[config.mk]
export PLATFORM = sky130hd
export DESIGN_NAME = pc_fetch_gen
export DESIGN_NICKNAME = d
export VERILOG_FILES = /design/src/rtl/pc_fetch_gen.sv
export SDC_FILE = /design/constraint.sdc
export NUM_CORES = 1
export LEC_CHECK = 0
export ABC_AREA = 1
export CAP_MARGIN = 40
export CORE_ASPECT_RATIO = 1.25
export CORE_MARGIN = 2
export CORE_UTILIZATION = 45
export CTS_BUF_LIST = sky130_fd_sc_hd__clkbuf_8
export DETAILED_ROUTE_END_ITERATION = 12
export PLACE_DENSITY = 0.83
export SYNTH_ARGS = -nofsm -noshare
export SYNTH_HDL_FRONTEND = slang
export SYNTH_SLANG_ARGS = --single-unit
[constraint.sdc]
create_clock -name clk -period 3.6 [get_ports clk]
set_input_delay 0.72 -clock clk [delete_from_list [all_inputs] [get_ports clk]]
set_output_delay 0.72 -clock clk [all_outputs]
set_load 0.03 [all_outputs]
[src/rtl/pc_fetch_gen.sv]
// Fetch PC generator for the IF stage: drives the fetch address and request,
// handshakes with instruction memory, buffers delay-slot branch targets and honours CP0 redirects.
module pc_fetch_gen #(
    parameter int                  ADDR_W       = 32,
    parameter logic [ADDR_W-1:0]   RESET_VECTOR = 32'hBFC00000,
    parameter int                  INC          = 4,
    parameter int                  ALIGN_BITS   = 2
) (
    input  logic              clk,
    input  logic              rst,
    input  logic [5:0]        stall,
    input  logic              if_ready,
    input  logic              branch_flag_i,
    input  logic [ADDR_W-1:0] branch_target_address_i,
    input  logic              cp0_branch_flag,
    input  logic [ADDR_W-1:0] cp0_branch_addr,
    output logic [ADDR_W-1:0] pc,
    output logic              ce,
    output logic              misalign_o,
    output logic              redirect_pending_o
);

    typedef enum logic [1:0] {
        S_RESET = 2'd0,
        S_RUN   = 2'd1,
        S_PEND  = 2'd2
    } state_t;

    state_t            state_q, state_d;
    logic [ADDR_W-1:0] pc_q, pc_d;
    logic [ADDR_W-1:0] pend_q, pend_d;
    logic              accept;
    logic [4:0]        stall_unused;

    // Only the IF hold bit matters here; the rest of the stall vector belongs to later stages.
    assign stall_unused = stall[5:1];

    assign misalign_o         = (state_q != S_RESET) && (pc_q[ALIGN_BITS-1:0] != '0);
    assign ce                 = (state_q != S_RESET) && !misalign_o;
    assign accept             = ce && if_ready && !stall[0];
    assign redirect_pending_o = (state_q == S_PEND);
    assign pc                 = pc_q;

    always_comb begin
        state_d = state_q;
        pc_d    = pc_q;
        pend_d  = pend_q;
        if (state_q == S_RESET) begin
            state_d = S_RUN;
        end else if (cp0_branch_flag) begin
            // CP0 wins over everything, abandoning any unaccepted request or buffered target.
            pc_d    = cp0_branch_addr;
            state_d = S_RUN;
        end else if (state_q == S_RUN) begin
            if (branch_flag_i) begin
                if (accept) begin
                    pc_d = branch_target_address_i;
                end else begin
                    pend_d  = branch_target_address_i;
                    state_d = S_PEND;
                end
            end else if (accept) begin
                pc_d = pc_q + ADDR_W'(INC);
            end
        end else if (accept) begin
            // Delay slot finally accepted: jump to the target captured when the branch arrived.
            pc_d    = pend_q;
            state_d = S_RUN;
        end
    end

    always_ff @(posedge clk) begin
        if (rst) begin
            state_q <= S_RESET;
            pc_q    <= RESET_VECTOR;
            pend_q  <= '0;
        end else begin
            state_q <= state_d;
            pc_q    <= pc_d;
            pend_q  <= pend_d;
        end
    end

endmodule

### After elaboration in Yosys (flattened, before gate mapping)

Cells that the tools add are included.
W data, S select, Z words.

* flip-flop bits (word level): 66
* input port bits: 75
* output and inout bits: 35
* word-level logic and storage cells: 43

* add/sub/neg operators: 1
* eq/ne operators: 6
* multiplexer cells: 12
* bitwise gates (word level): 3
* reductions and logical operators: 17

Operators by type and width (number)
* $mux W32: 6
* $add A32 B3 Y32 const B: 1
* $mux W2: 4
* $ne A4 B4 Y1 const B: 2
* $reduce_bool A2 Y1: 4
* $reduce_and A3 Y1: 2
* $reduce_and A5 Y1: 1
* $logic_and A1 B1 Y1: 4
* $ne A2 B2 Y1 const B: 2
* $reduce_bool A4 Y1: 1
* $not A1 Y1: 3
* $reduce_or A3 Y1: 1
* $eq A2 B1 Y1 const B: 1
* $eq A2 B2 Y1 const B: 1
* $logic_not A1 Y1: 2
* $logic_not A2 Y1: 1
* $mux W1: 2
* $reduce_and A2 Y1: 1

### Depth between registers and ports, before layout

* depth after elaboration: 11
* mapped depth: 12
* mapped depth without buffers: 12

### Least setup slack after synthesis

Ideal clock, no wire load.

* path kind: register to register
* start: register pc_q[2], in the netlist pc[2]
* end: register pc_q[22], in the netlist pc[22]
* setup time: 0.115 ns
* data arrival time: 1.782 ns
* required time: 3.485 ns
* setup slack: 1.704 ns
* stages on the path, launching flop included: 12
* path buffers: 0
* clock period less this slack: 1.896 ns
* path through: dfxtp_1 ha_1 nand3_1 inv_1 nand2_1 inv_1 nand2_1 nor2_1 xor2_1 nand2_1 nand2_1 nand2_1

* word-level cells in the longest chain between the ends: 5

RTL lines
* from (decl): line 30 `logic [ADDR_W-1:0] pc_q, pc_d;`
* from (signal assigned): line 79 `pc_q <= pc_d;`
* $add A32 B3 Y32: line 63 `pc_d = pc_q + ADDR_W'(INC);`
* $mux W32: line 62 `end else if (accept) begin`
* $mux W32: line 55 `if (branch_flag_i) begin`
* $mux W32: line 54 `end else if (state_q == S_RUN) begin`
* $mux W32: line 50 `end else if (cp0_branch_flag) begin`

No other way between the ends. The select of a mux whose other input is x is not followed.
A chain may end at the register's enable or synchronous reset.

### Worst setup path in the final report

* start: register state_q[0]
* end: output ce

* word-level cells in the longest chain between the ends: 4

RTL lines
* from (decl): line 29 `state_t state_q, state_d;`
* from (signal assigned): line 78 `state_q <= state_d;`
* $reduce_bool A2 Y1 *: line 38, 39
* $logic_and A1 B1 Y1: line 38 `assign misalign_o = (state_q != S_RESET) && (pc_q[ALIGN_BITS-1:0] != '0);`
* $logic_not A1 Y1: line 39 `assign ce = (state_q != S_RESET) && !misalign_o;`
* $logic_and A1 B1 Y1 *: line 39
* to (decl): line 18 `output logic ce,`

Mark *: on every way between the ends. The rest lies on a longest branch, timed or not.

==> results.md <==
- Status: complete, no violations
- Main synth FF type: dfxtp_1
- Via count: 4882
- TritonCTS Sinks: 66
- Synth top cells by count: nand2_1 (207), nor2_1 (120), a21oi_1 (77)
- YS warnings: 0
- LEAKAGE: 0.002168 uW
- Wire per inst: 15.77 um
- Req. time, crit path: 2.88 ns
- Final Core Density: 59.89%
- Count leader, synth: nand2_1
- Worst setup path class: reg -> out
- Highest routed layer: met4
- Max-slew violations: 0
- Post-DP HPWL: 10510 um
- Buf/Inv on CP: 1
- First-pass GRT wire length: 22370 um
- Post-Route M1 WL: 6224 um
- Final net count: 850
- TritonCTS Buffers: 9
- Gr ovfl total: 0
- Number of synthesized flops with an enable pin: 0
- Crit path to: ce
- Antenna diodes: 0
- Slew margin rel.: 53.62%
- Maximum clock frequency: 0.3957 GHz
- Leading area contributor after synthesis: dfxtp_1
- Top-area cell type share of the netlist area: 32.09%
- Register-to-Register Setup Slack: 1.15 ns
- Root buffer cell: clkbuf_8
- Peak supply drop: 258.2 uV
- Clk buf depth: 2
- Setup TNS: 0 ns
- Max FO, Critical Path: 5
- Period utilisation layout: 70.19%
- Synth Area per Inst: 6.029 um^2
- Clk Latency, worst-skew pair: 0.35 ns
- Met2 wire len: 6800 um
- Seq cells post-synth: 66
- Critical path endpoint category: primary output
- DR vias/cell: 5.412
- Distinct cell type count after synthesis: 37
- Async SR Flop Fraction: 0%
- Initial core utilization: 45.61%
- Hold Path Class: reg -> reg
- Die Footprint: 9937 um^2
- DRC: 0
- Final setup fails: 0
- Layout cells sized above 1: 5.777%
- Clk_skew: 0.008288 ns
- I/O pin count: 110
- CTS resizes: 0
- CTS tree: yes
- Worst flop-to-flop path startpoint: state_q[0]
- Pre-antenna DRT Iters: 6
- Final hold viol count: 0
- Worst Max-Slew Pin Slew: 0.6949 ns
- Port Buffers: 104
- Clk slew on worst S/H paths: 0.07 ns
- Crit. path cell count: 3
- Cts hold-fix bufs: 0
- Mapped Cells: 683
- Die X: 89.56 um
- Final wirelength: 14230 um
- Max incr delay on CP: 0.70 ns
- Largest net degree at the start of global routing: 43
- RSZ-0062 raised after global routing: no
- Family with the most delay on the worst path: buffers and inverters
- Row cnt: 39
- Core area: 9027 um^2
- Vias in the first global route: 4558
- Crit path DAT: 1.81 ns
- Seq/Total Area, Yosys: 32.09%
- GPL Wtd Cong: 0.8648
- Setup bufs post-CTS: 0
- Worst Setup SP: state_q[0]
- Initial antenna violation count: 0
- Top cells by area, synth: dfxtp_1 (32%), nand2_1 (19%), nor2_1 (11%), a21oi_1 (9.4%), o21ai_0 (6.3%)
- CP max stage cell: clkdlybuf4s50_1
- Register-to-Register Path Depth: 7
- Chip height: 111.0 um
- Number of DRC markers in iteration 0: 378
- Max Cap Violations: 0
- Netlist Area Pre-Place: 4118 um^2
- R2r endpoint: pend_q[4]
- Met3 wire length: 792 um
- Startpoint types: flop
- Cell Chain, Critical Path: nor2_2, nor3_4, clkdlybuf4s50_1
- H-tree Lvls: 3
- Final min period: 2.527 ns
- GRT Overall Usage: 29.05%
- Post-Syn Nets: 759
- Area Overhead vs Synth: 31.30%
- Pwr dens: 365.2 nW/um^2
- ANT nets after route: 0
## final cells by class
class	instances	area, um^2
timing repair buffer	112	1101
sequential	66	1321
tap	123	153.9
multi-input combinational	538	2457
clock inverter	6	58.81
fill	898	3621
clock buffer	10	137.6
inverter	47	176.4
## layout by cell type, fill, tap and decap left out, drive strengths merged
cell           count
a21oi             80
a221oi             6
a31o               1
a31oi              1
and3               1
buf                8
bufinv             1
clkbuf            10
clkdlybuf4s50    104
clkinv             3
clkinvlp           1
dfxtp             66
ha                 1
inv               48
nand2            209
nand3             26
nand3b             2
nand4              4
nor2             126
nor3               9
o211ai             3
o21ai             60
o21bai             2
o22ai              2
xnor2              1
xor2               4
## metrics by stage
step                instance area, um^2  instances  hold WS (ns)  worst slack, ns  total power [uW]
floorplan                          4118        683        0.4243            1.704              1131
global placement                   5210        886        0.4341           0.9878              1337
detailed placement                 5210        886        0.4495           0.8978              1347
CTS                                5406        902        0.4604            1.064              1973
global route                       5406        902        0.4749           0.8979              2059
finish                             5406        902        0.4608            1.073              1975
## worst reg2reg max path, delay by kind of cell (launching register included)
family	cells	cell delay, ns
AOI/OAI and AO/OA	2	0.32
buffers and inverters	2	0.38
and+or+nand+nor	3	1.18
DFF	1	0.46
## worst min-delay path by stage
stage	cells after the start	slack, ns	start	end
5_1_grt	2	0.47	pend_q[4]	pend_q[4]
3_3_place_gp	2	0.43	pend_q[9]	pend_q[9]
4_1_cts	2	0.46	pend_q[4]	pend_q[4]
3_5_place_dp	2	0.45	pend_q[4]	pend_q[4]
6_report	2	0.46	pend_q[6]	pend_q[6]
2_1_floorplan	2	0.42	pend_q[4]	pend_q[4]
## kinds of logic (layout without fill, tap and decap cells)
logic type      Yosys count  count (layout)  synth area share [%]
simple gates            377             377                 37.89
flops                    66              66                 32.09
compound gates          155             155                 20.42
xor+xnor                  5               5                 1.063
fa+ha+maj                 1               1                0.3038
buf+inv                  79             175                 8.234
## state kept, by name (all words and copies together), names as in the netlist
name / flops
pc: 32
state_q: 2
pend_q: 32
## power breakdown
group          total [uW]  switching, uW  internal (uW)
logic                 506            296            210
registers             831           55.2            776
clock network         637            303            334
## per-layer routing
layer,GRT usage [%],vias to the layer above
li1,-,2401
met1,38.77,2266
met2,46.57,187
met3,4.021,28
met4,11.24,0
met5,0,-
(Power assumes the default switching activity.)
